==> config.mk <==
export PLATFORM = sky130hd
export DESIGN_NAME = motor_ramp_ctrl
export DESIGN_NICKNAME = d
export VERILOG_FILES = /design/src/rtl/motor_ramp_ctrl.sv
export SDC_FILE = /design/constraint.sdc
export NUM_CORES = 1
export LEC_CHECK = 0
export BUFFER_PORTS_ARGS = -buffer_cell sky130_fd_sc_hd__buf_4
export CORE_MARGIN = 2
export CORE_UTILIZATION = 30
export CTS_BUF_LIST = sky130_fd_sc_hd__clkbuf_16
export CTS_CLUSTER_DIAMETER = 50
export DETAILED_ROUTE_END_ITERATION = 16
export SLEW_MARGIN = 15
export SYNTH_ARGS = -nofsm -noshare
export SYNTH_HDL_FRONTEND = slang
export SYNTH_SLANG_ARGS = --single-unit
==> constraint.sdc <==
create_clock -name clk_in -period 9.26 [get_ports clk_in]
set_input_delay 0.463 -clock clk_in [delete_from_list [all_inputs] [get_ports clk_in]]
set_output_delay 0.463 -clock clk_in [all_outputs]
set_load 0.01 [all_outputs]
==> src/rtl/motor_ramp_ctrl.sv <==
// Motor PWM sequencer: ramps the PWM level toward a commanded speed, and on a
// direction reversal ramps to zero, holds a bridge-off dead-time, then ramps back up.
module motor_ramp_ctrl #(
  parameter int TICK_DIV    = 4,
  parameter int RAMP_DIV    = 1024,
  parameter int STEP        = 1,
  parameter int DEAD_CYCLES = 5000
) (
  input  logic       clk_in,
  input  logic       rst_n_in,
  input  logic       cmd_valid_in,
  output logic       cmd_ready_out,
  input  logic       cmd_dir_in,
  input  logic [7:0] cmd_speed_in,
  input  logic       estop_in,
  output logic [7:0] level_out,
  output logic       enable_out,
  output logic       tick_out,
  output logic       dir_out,
  output logic       at_target_out,
  output logic       fault_out
);
  localparam int TW = (TICK_DIV > 1) ? $clog2(TICK_DIV) : 1;
  localparam int RW = (RAMP_DIV > 1) ? $clog2(RAMP_DIV) : 1;
  localparam int DW = (DEAD_CYCLES > 1) ? $clog2(DEAD_CYCLES) : 1;
  localparam logic [TW-1:0] TICK_MAX = TW'(TICK_DIV - 1);
  localparam logic [RW-1:0] RAMP_MAX = RW'(RAMP_DIV - 1);
  localparam logic [DW-1:0] DEAD_MAX = DW'(DEAD_CYCLES - 1);
  localparam logic [8:0]    STEP9    = 9'(STEP);

  typedef enum logic [1:0] {S_IDLE, S_RUN, S_DEAD, S_FAULT} state_e;

  state_e        state_q, state_d;
  logic [TW-1:0] tick_cnt_q, tick_cnt_d;
  logic [RW-1:0] ramp_cnt_q, ramp_cnt_d;
  logic [DW-1:0] dead_cnt_q, dead_cnt_d;
  logic          tick_q, tick_d, ramp_stb_q, ramp_stb_d;
  logic [7:0]    level_q, level_d, tgt_spd_q, tgt_spd_d;
  logic          dir_q, dir_d, tgt_dir_q, tgt_dir_d;
  logic          en_q, en_d, fault_q, fault_d, at_tgt_q, at_tgt_d;
  logic          accept;
  logic [8:0]    up_sum;
  logic [7:0]    toward, sat_dn;

  assign cmd_ready_out = ~estop_in;
  assign accept        = cmd_valid_in & ~estop_in;
  assign level_out     = level_q;
  assign enable_out    = en_q;
  assign tick_out      = tick_q;
  assign dir_out       = dir_q;
  assign at_target_out = at_tgt_q;
  assign fault_out     = fault_q;

  // One ramp step: toward target clamped without overshoot, or saturating down.
  always_comb begin
    up_sum = {1'b0, level_q} + STEP9;
    toward = tgt_spd_q;
    if (level_q < tgt_spd_q)
      toward = (up_sum > {1'b0, tgt_spd_q}) ? tgt_spd_q : up_sum[7:0];
    else if (level_q > tgt_spd_q)
      toward = ({1'b0, level_q} > ({1'b0, tgt_spd_q} + STEP9)) ? (level_q - STEP9[7:0]) : tgt_spd_q;
    sat_dn = ({1'b0, level_q} > STEP9) ? (level_q - STEP9[7:0]) : 8'd0;
  end

  always_comb begin
    tick_cnt_d = (tick_cnt_q == TICK_MAX) ? '0 : tick_cnt_q + 1'b1;
    tick_d     = (tick_cnt_q == TICK_MAX);
    ramp_cnt_d = (ramp_cnt_q == RAMP_MAX) ? '0 : ramp_cnt_q + 1'b1;
    ramp_stb_d = (ramp_cnt_q == RAMP_MAX);
    state_d    = state_q;
    level_d    = level_q;
    dir_d      = dir_q;
    dead_cnt_d = '0;
    tgt_spd_d  = tgt_spd_q;
    tgt_dir_d  = tgt_dir_q;
    // In FAULT only a zero-speed command is allowed to land in the target.
    if (accept && (state_q != S_FAULT || cmd_speed_in == 8'd0)) begin
      tgt_spd_d = cmd_speed_in;
      tgt_dir_d = cmd_dir_in;
    end
    case (state_q)
      S_IDLE: begin
        level_d = 8'd0;
        if (accept && cmd_speed_in != 8'd0)
          state_d = (cmd_dir_in == dir_q) ? S_RUN : S_DEAD;
      end
      S_RUN: begin
        if (ramp_stb_q) begin
          if (tgt_dir_q != dir_q) begin
            if (level_q == 8'd0) state_d = S_DEAD;
            else                 level_d = sat_dn;
          end else if (level_q == 8'd0 && tgt_spd_q == 8'd0) begin
            state_d = S_IDLE;
          end else begin
            level_d = toward;
          end
        end
      end
      S_DEAD: begin
        level_d = 8'd0;
        if (dead_cnt_q == DEAD_MAX) begin
          dir_d   = tgt_dir_q;
          state_d = (tgt_spd_q != 8'd0) ? S_RUN : S_IDLE;
        end else begin
          dead_cnt_d = dead_cnt_q + 1'b1;
        end
      end
      S_FAULT: begin
        level_d = 8'd0;
        if (accept && cmd_speed_in == 8'd0) state_d = S_IDLE;
      end
      default: state_d = S_IDLE;
    endcase
    if (estop_in) begin
      state_d    = S_FAULT;
      level_d    = 8'd0;
      dir_d      = dir_q;
      dead_cnt_d = '0;
    end
    en_d     = (state_d == S_RUN);
    fault_d  = (state_d == S_FAULT);
    at_tgt_d = (state_d == S_IDLE || state_d == S_RUN) &&
               (level_d == tgt_spd_d) && (dir_d == tgt_dir_d);
  end

  always_ff @(posedge clk_in or negedge rst_n_in) begin
    if (!rst_n_in) begin
      state_q    <= S_IDLE;
      tick_cnt_q <= '0;
      ramp_cnt_q <= '0;
      dead_cnt_q <= '0;
      tick_q     <= 1'b0;
      ramp_stb_q <= 1'b0;
      level_q    <= 8'd0;
      tgt_spd_q  <= 8'd0;
      dir_q      <= 1'b1;
      tgt_dir_q  <= 1'b1;
      en_q       <= 1'b0;
      fault_q    <= 1'b0;
      at_tgt_q   <= 1'b0;
    end else begin
      state_q    <= state_d;
      tick_cnt_q <= tick_cnt_d;
      ramp_cnt_q <= ramp_cnt_d;
      dead_cnt_q <= dead_cnt_d;
      tick_q     <= tick_d;
      ramp_stb_q <= ramp_stb_d;
      level_q    <= level_d;
      tgt_spd_q  <= tgt_spd_d;
      dir_q      <= dir_d;
      tgt_dir_q  <= tgt_dir_d;
      en_q       <= en_d;
      fault_q    <= fault_d;
      at_tgt_q   <= at_tgt_d;
    end
  end
endmodule

==> flow_summary.yaml, run 1 <==
yosys:
  async_flop_share_pct: 100
  synthesis.nets: 463
  syn_area_per_cell_um2: 8.81
  ys_types: 57
  synth_enable_flop_cells: 0
  netlist_instances: 418
  seq_area_frac_synth_pct: 34.0
  synth_top_flop_cell: "dfrtp_1"
  ys_seq_elements: 50
  yosys_warnings: 0
  synthesis.area_um2: 3680
floorplanning:
  core_area_um2: 12000
  ioPinCount: 27
  rows: 40
  initial_core_util_pct: 30.7
  die_h_um: 115
  die_w_um: 115
  die-area_um2: 13200
clocking:
  cts_setup_buffers: 0
  clk_pin_slew_ps: 70
  root_buffer: "clkbuf_16"
  htree_num_levels: 2
  ctsResizeCount: 0
  cts_sinks: 50
  clk_latency_ps: 290
  cts_made_buffers: 5
  cts_tree: "yes"
  clockBufferDepth: 2
  ctsHoldBuffers: 0
global_routing:
  grt_pass1_wl_mm: 16.0
  grt_use_total_pct: 15.3
  grt-ovfl-total: 0
  grt_start_max_net_pins: 51
  antenna_found_initial: 0
  grt_pass1_vias: 3135
job:
  maxCapViolations: 0
power:
  p_leak_nw: 1.87
  power_mw: 0.755
  power_density_nw_per_um2: 181
  peakVddDrop_v: 0.000119
worst_hold_path:
  min_path_type: "primary input to asynchronous set/reset pin"
worst_setup_path:
  path_delay_family: "compound AO/OA/AOI/OAI gates"
  r2r_cells: 14
  critPathRequiredTime_ps: 9450
  max_stage_delay_ps: 660
  cp.depth: 14
  path_cells: "ha_1, nand3_1, nor2_1, xor2_1, ha_1, a2111oi_0, o21ai_0, o221a_2, nor3_1, nor2_1, o311ai_0, xnor2_1, o211ai_1, nor4b_2"
  cp_max_fo: 9
  critPathBufInv: 0
  worstSetupPathType: "flop to flop"
  cp-end-kind: "flop"
  arrival_ps: 4570
  slowest_stage: "o311ai_0"
  startpoint_type: "flop"
timing:
  fin_crit_ps: 4370
  finalSetupViolCount: 0
  hold_violations: 0
  worst_pin_slew_ps: 844
  fin_ws_ps: 4890
  relSlewSlack_pct: 43.6
  finalCritPeriodShare_pct: 47.2
  max_freq_mhz: 229
  tns_ps: 0
  clock_skew_ps: 6.03
  rsz0062_at_grt: "no"
  drv_slew: 0
detailed_routing:
  wl_per_cell_um: 16.9
  drtAntennaViolNets: 0
  initialDrtViolationCount: 232
  drc: 0
  dr_total_vias: 3196
  routed_wl_mm: 9.91
  drtPass1Iterations: 5
  via_per_inst: 5.44
placed_design:
  place_congestion: 0.953
  placed_cell_area_um2: 3980
  io_buffer_count: 26
  place_ws_ps: 5060
  post-dp-hpwl_mm: 7.64
layout:
  drive_above_1_share_pct: 12.7
  final_area_um2: 4180
  syn2layout_area_growth_pct: 13.4
  nNetsFinal: 484
  post-route-util_pct: 34.8
  diodes: 0
outcome:
  outcome: "complete, no violations"
## cell type report
cell class / instances / area, µm²
clock buffers: 5 / 125
multi-input cells: 336 / 2270
inverters: 19 / 71.3
well taps: 147 / 184
fillers: 1249 / 7840
clock inverters: 3 / 68.8
repair buffers: 27 / 203
flip-flops and latches: 50 / 1250
## routing by layer
layer / vias up / global-route usage, % / wire length (µm)
met5: - / 0 / 0
met4: 0 / 5.30 / 287
met3: 24 / 2.48 / 570
met2: 114 / 25.6 / 4610
met1: 1524 / 20.1 / 4450
li1: 1534 / - / -
## power by group
part           switching [mW]  internal (mW)  total [mW]
logic                   0.154         0.0942       0.248
registers              0.0307          0.241       0.271
clock network          0.0805          0.155       0.236
## registers in the layout (all words and copies together), names as in the netlist
| register | count |
|---|---|
| at_target_out | 1 |
| dead_cnt_q | 13 |
| dir_out | 1 |
| enable_out | 1 |
| fault_out | 1 |
| level_out | 8 |
| ramp_cnt_q | 10 |
| ramp_stb_q | 1 |
| state_q | 2 |
| tgt_dir_q | 1 |
| tgt_spd_q | 8 |
| tick_cnt_q | 2 |
| tick_out | 1 |
## final timing paths
check | startpoint | end | slack [ps]
min in group clk_in | tick_cnt_q[0] | tick_cnt_q[0] | 430
worst max-delay path | level_out[1] | at_target_out | 4890
worst max register to register | level_out[1] | at_target_out | 4890
worst min register to register | tick_cnt_q[0] | tick_cnt_q[0] | 430
max in group asynchronous | rst_n_in | level_out[5] | 8650
worst min-delay path | rst_n_in | ramp_cnt_q[8] | 190
## placed cells by master, fill, tap and decap left out, types with 3 or more instances in the layout
cell type   n
xnor2_1    23
mux2i_1     3
and3_1      6
a211oi_1    5
o211ai_1    5
nand2b_1    3
nand2_1    43
buf_4      27
dfrtp_1    48
o221ai_1    4
nor2b_1     4
nor3_1      8
mux2_2      3
inv_1      19
or4b_2      3
xor2_1     23
nand4_1     7
nor4_1      5
and4_1      3
or3_1       3
nand3_1    24
o21ai_0    22
or2_2       5
a21oi_1    12
clkbuf_16   5
ha_1       32
nor2_1     50
## cell families (layout without fill, tap and decap cells)
kind of cell	count (synthesis)	in the layout	synth area share (%)
compound gates	78	78	14.6
buf+inv	32	54	4.35
simple gates	174	174	23.4
fa+ha+maj	32	32	10.9
flops	50	50	34.0
mux	6	6	1.73
xor+xnor	46	46	10.9
## per-stage QoR
step	hold slack (ps)	cells
floorplan	167	418
global placement	414	579
detailed placement	421	579
CTS	221	587
global route	247	587
finish	192	587
## synth_stat cells (4+ instances only)
cell type / count / area, µm²
nor4_1: 5 / 31.3
o211ai_1: 5 / 37.5
and3_1: 6 / 37.5
inv_1: 19 / 71.3
buf_6: 5 / 56.3
o221ai_1: 4 / 35.0
xnor2_1: 23 / 201
nand4_1: 7 / 43.8
nand3_1: 24 / 120
nor2b_1: 4 / 25.0
nand2_1: 43 / 161
nor2_1: 50 / 188
or2_2: 5 / 31.3
xor2_1: 23 / 201
o21ai_0: 22 / 110
clkbuf_1: 5 / 18.8
a211oi_1: 5 / 37.5
a21oi_1: 12 / 60.1
dfrtp_1: 48 / 1200
ha_1: 32 / 400
nor3_1: 8 / 40.0
Power figures use the tool's default switching activity.
==> run 2: changes to the inputs <==
==> constraint.sdc (replaced) <==
create_clock -name clk_in -period 4.1 [get_ports clk_in]
set_input_delay 0.205 -clock clk_in [delete_from_list [all_inputs] [get_ports clk_in]]
set_output_delay 0.205 -clock clk_in [all_outputs]
set_load 0.01 [all_outputs]
==> run 2 against run 1 <==
  * Via count grew 0.66%
  * Combinational power is 140% higher
  * Wire length grew 3.6%
  * Final area is 2.3% higher
  * Clock skew about the same
  * Critical endpoint unchanged
==> flow_summary.yaml, run 2 (synthesis gave the netlist of run 1 again) <==
worst_setup_path:
  startpoint_type: "flop"
  critPathRequiredTime_ps: 4310
  cp-end-kind: "flop"
  cp_max_fo: 8
  r2r_cells: 12
  arrival_ps: 4080
  worstSetupPathType: "flop to flop"
power:
  switchingPower_mw: 0.626
  p_int_mw: 1.06
  switching_share_pct: 37.1
  p_leak_nw: 1.93
  combPwrFrac_pct: 35.1
  seqPwrFrac_pct: 36.9
  peakVddDrop_v: 0.000244
  power_density_nw_per_um2: 395
  p_clk_share_pct: 28.0
layout:
  largest_register_ffs: 13
  layout_common_cells: "nor2_1 (50), dfrtp_1 (47), nand2_1 (43), buf_4 (41), ha_1 (32)"
  fill_cells: 1237
  drive_above_1_share_pct: 16.0
  reg_top3: "dead_cnt_q (13), ramp_cnt_q (10)"
  multi_input_area_um2: 2280
  nNetsFinal: 499
  syn2layout_area_growth_pct: 16.0
  top_register: "dead_cnt_q"
  diodes: 0
  final_common_cell: "nor2_1"
  seqCellArea_um2: 1250
floorplanning:
  die_w_um: 115
  ioPinCount: 27
  die-area_um2: 13200
  initial_core_util_pct: 30.7
  die_h_um: 115
  core_area_um2: 12000
  rows: 40
timing:
  tns_ps: 0
  worst_pin_slew_ps: 646
  clock_skew_ps: 6.49
  finalCritPeriodShare_pct: 94.6
  hold_violations: 0
  drv_slew: 0
  finalSetupViolCount: 0
  holdWs_ps: 186
  max_freq_mhz: 258
  fin_crit_ps: 3880
  relSlewSlack_pct: 56.5
  rsz0062_at_grt: "no"
detailed_routing:
  drc: 0
  initialDrtViolationCount: 137
  route.met3.wl_um: 645
  dr_total_vias: 3217
  wl_per_cell_um: 17.1
  drtAntennaViolNets: 0
  via_per_inst: 5.34
  routed_wl_mm: 10.3
  wl_met2_mm: 4.89
  highest_layer: "met4"
  wl_met1_mm: 4.42
  drtPass1Iterations: 4
clocking:
  root_buffer: "clkbuf_16"
  cts_sinks: 50
  cts_tree: "yes"
  clk_pin_slew_ps: 70
  cts_made_buffers: 5
  clk_latency_ps: 300
  clockBufferDepth: 2
  htree_num_levels: 2
global_routing:
  grt_pass1_wl_mm: 16.4
  antenna_found_initial: 0
  grt_use_total_pct: 16.2
  grt_pass1_vias: 3212
  grt_start_max_net_pins: 51
  grt-ovfl-total: 0
placed_design:
  post-dp-hpwl_mm: 8.01
  place_congestion: 0.942
  io_buffer_count: 26
job:
  maxCapViolations: 0
outcome:
  outcome: "complete, no violations"
worst_hold_path:
  min_path_type: "primary input to flop"
  hold_depth: 2
[run 2: area by class of cell]
type	instances	area share (%)
inverters	19	1.67
multi-input cells	336	53.3
well taps	147	4.31
clock inverters	3	0.937
repair buffers	42	7.44
clock buffers	5	2.93
flip-flops and latches	50	29.4
[run 2: path summary, 6_finish.rpt]
| path | end | slack, ps | startpoint |
|---|---|---|---|
| worst max-delay path | at_target_out | 220 | tgt_spd_q[0] |
| worst min-delay path | tgt_dir_q | 190 | cmd_dir_in |
| worst max register to register | at_target_out | 220 | tgt_spd_q[0] |
| worst min register to register | tick_cnt_q[0] | 440 | tick_cnt_q[0] |
| max in group asynchronous | level_out[0] | 3170 | rst_n_in |
| min in group asynchronous | dead_cnt_q[9] | 470 | rst_n_in |
[run 2: metal layers]
metal  vias up  global-route usage [%]
met5         -                       0
met4         0                    7.23
met3        20                    3.11
met2        92                    26.8
met1      1545                    20.5
li1       1560                       -
[run 2: worst max-delay path, stage by stage (launching register included)]
cell and delay [ps]:
dfrtp_1 520, inv_1 190, ha_1 170, or4b_2 700
o41ai_1 350, buf_4 180, a2111oi_0 50, a31oi_1 370
o221ai_1 180, o21a_1 250, xor2_1 150, a2111o_1 400
nor4b_2 270
[run 2: repair_timing]
action / in CTS / in global routing
hold buffers: 1 / 0
buffers inserted: 0 / 0
endpoints found under the setup margin: 0 / 1
endpoints found under the hold margin: 48 / 0
gates resized for setup: 0 / 4
[run 2: power by group through the flow]
stage / combinational, mW / clock [mW] / sequential (mW)
floorplan: 0.413 / 0 / 0.596
finish: 0.593 / 0.473 / 0.622
detailed placement: 0.591 / 0 / 0.626
global placement: 0.571 / 0 / 0.626
CTS: 0.594 / 0.483 / 0.616
global route: 0.659 / 0.500 / 0.625
[run 2: metrics by stage]
| stage | area, µm² | instances | util, % | setup slack [ps] | total power [mW] |
|---|---|---|---|---|---|
| 2_1_floorplan | 3680 | 418 | - | 506 | 1.01 |
| 3_3_place_gp | 4090 | 593 | 34.0 | 166 | 1.20 |
| 3_5_place_dp | 4090 | 593 | 34.0 | 104 | 1.22 |
| 4_1_cts | 4260 | 602 | 35.5 | 82.5 | 1.69 |
| 5_1_grt | 4270 | 602 | 35.6 | 10.0 | 1.78 |
| 6_report | 4270 | 602 | 35.6 | 221 | 1.69 |
==> run 3: changes to the inputs <==
--- a/config.mk
+++ b/config.mk
@@ -7,7 +7,7 @@
 export LEC_CHECK = 0
 export BUFFER_PORTS_ARGS = -buffer_cell sky130_fd_sc_hd__buf_4
 export CORE_MARGIN = 2
-export CORE_UTILIZATION = 30
+export CORE_UTILIZATION = 35
 export CTS_BUF_LIST = sky130_fd_sc_hd__clkbuf_16
 export CTS_CLUSTER_DIAMETER = 50
 export DETAILED_ROUTE_END_ITERATION = 16
==> run 3 against run 2 <==
  * Clock skew down 3.5 ps
  * Final cell count down 1.5%
  * Combinational power up 2%
  * Power down 3.4%
  * Worst hold slack better by 14 ps
  * Clock power down 13%
  * Via count up 0.50%
==> flow_summary.yaml, run 3 (synthesis gave the netlist of run 1 again) <==
global_routing:
  grt_pass1_vias: 3213
  grt-ovfl-total: 0
  antenna_found_initial: 0
  grt_use_total_pct: 18.8
  grt_start_max_net_pins: 51
  grt_pass1_wl_mm: 16.7
clocking:
  root_buffer: "clkbuf_16"
  cts_tree: "yes"
  cts_sinks: 50
  clk_pin_slew_ps: 70
  clockBufferDepth: 2
  cts_made_buffers: 5
  clk_latency_ps: 280
  htree_num_levels: 2
worst_setup_path:
  r2r_start: "tgt_spd_q[0]"
  path_delay_family: "compound AO/OA/AOI/OAI gates"
  r2r_cells: 12
  critPathBufInv: 2
  cp_max_fo: 8
  critPathRequiredTime_ps: 4280
  startpoint_type: "flop"
  max_stage_delay_ps: 670
  reg2reg_slack_ps: 200
  slowest_stage: "or4b_2"
  cp-end-kind: "flop"
  arrival_ps: 4080
  worstReg2RegEnd: "at_target_out"
  path_cells: "inv_1, ha_1, or4b_2, o41ai_1, buf_4, a2111oi_0, a31oi_1, o221ai_1, o21a_1, xor2_1, a2111o_1, nor4b_2"
  worstSetupPathType: "flop to flop"
detailed_routing:
  drtAntennaViolNets: 0
  routed_wl_mm: 10.3
  wl_per_cell_um: 17.4
  initialDrtViolationCount: 158
  dr_total_vias: 3233
  drc: 0
  drtPass1Iterations: 6
  via_per_inst: 5.45
placed_design:
  post-dp-hpwl_mm: 8.04
  place_congestion: 0.972
  io_buffer_count: 26
timing:
  fin_crit_ps: 3900
  relSlewSlack_pct: 51.4
  tns_ps: 0
  clock_skew_ps: 2.99
  drv_slew: 0
  worst_pin_slew_ps: 729
  rsz0062_at_grt: "no"
  finalSetupViolCount: 0
  finalCritPeriodShare_pct: 95.0
  holdWs_ps: 200
  hold_violations: 0
  max_freq_mhz: 257
floorplanning:
  initial_core_util_pct: 35.8
  die_w_um: 107
  core_area_um2: 10300
  ioPinCount: 27
  die_h_um: 107
  rows: 37
  die-area_um2: 11400
layout:
  reg_top3: "dead_cnt_q (13), ramp_cnt_q (10)"
  multi_input_area_um2: 2300
  final_common_cell: "nor2_1"
  top_register: "dead_cnt_q"
  layout_common_cells: "nor2_1 (50), dfrtp_1 (47), nand2_1 (43), buf_4 (43), ha_1 (32)"
  nNetsFinal: 501
  diodes: 0
  largest_register_ffs: 13
  seqCellArea_um2: 1250
  drive_above_1_share_pct: 16.6
  fill_cells: 1028
  syn2layout_area_growth_pct: 16.0
job:
  maxCapViolations: 0
power:
  peakVddDrop_v: 0.000196
  p_leak_nw: 1.93
  power_density_nw_per_um2: 382
worst_hold_path:
  hp-start: "cmd_dir_in"
  min_path_type: "primary input to flop"
  min_delay_worst_endpoint: "tgt_dir_q"
  hold_depth: 2
outcome:
  outcome: "complete, no violations"
==> run 3: changes by cell type in the layout (fill, tap and decap cells not counted), sizes merged <==
cell	before	now
clkinv	2	3
bufinv	1	0
buf	41	43
==> run 3: cell type report <==
cell class                 count  share of cell area [%]
clock buffer                   5                    2.93
clock inverter                 3                   0.498
inverter                      19                    1.67
multi-input combinational    336                    53.7
sequential                    50                    29.4
tap                          136                    3.98
timing repair buffer          44                    7.79
==> run 3: where the power goes <==
group	switching [mW]	internal, mW	total (mW)
registers	0.0735	0.543	0.616
clock network	0.184	0.226	0.410
logic	0.370	0.234	0.604
==> run 3: worst max path at each step <==
| stage | start | end | slack (ps) | cells past startpoint |
|---|---|---|---|---|
| 5_1_grt | tgt_spd_q[0] | at_target_out | 40 | 12 |
| 3_5_place_dp | level_out[1] | at_target_out | 140 | 14 |
| 2_1_floorplan | level_out[0] | at_target_out | 510 | 14 |
| 6_report | tgt_spd_q[0] | at_target_out | 200 | 12 |
| 3_3_place_gp | tgt_spd_q[4] | at_target_out | 250 | 14 |
| 4_1_cts | level_out[1] | at_target_out | 70 | 14 |
==> run 3: what timing repair did <==
action | 4_1_cts | 5_1_grt
hold endpoints to repair | 48 | 0
hold buffers | 1 | 0
buffers inserted | 0 | 1
gates resized for setup | 0 | 9
setup endpoints to repair | 0 | 1
==> run 3: metal layers <==
metal	wire, µm	GRT usage (%)
met1	4450	24.8
met2	4950	31.1
met3	674	3.22
met4	243	6.40
met5	0	0
==> run 3: metrics by stage <==
step	setup slack (ps)	cell area, µm²	power (mW)	util (%)	cells
floorplan	506	3680	1.01	-	418
global placement	252	4080	1.21	39.7	583
detailed placement	141	4080	1.21	39.7	583
CTS	65.1	4240	1.63	41.2	592
global route	42.2	4270	1.73	41.6	593
finish	204	4270	1.63	41.6	593
==> run 3: worst reg2reg max path, delay by kind of cell, from the launching register on <==
family                     cells  cell delay, ps
AOI/OAI and AO/OA              6            1650
xor gates and xnor gates       1             150
adders and majority gates      1             170
buffers and inverters          2             350
DFF                            1             510
and+or+nand+nor                2             980
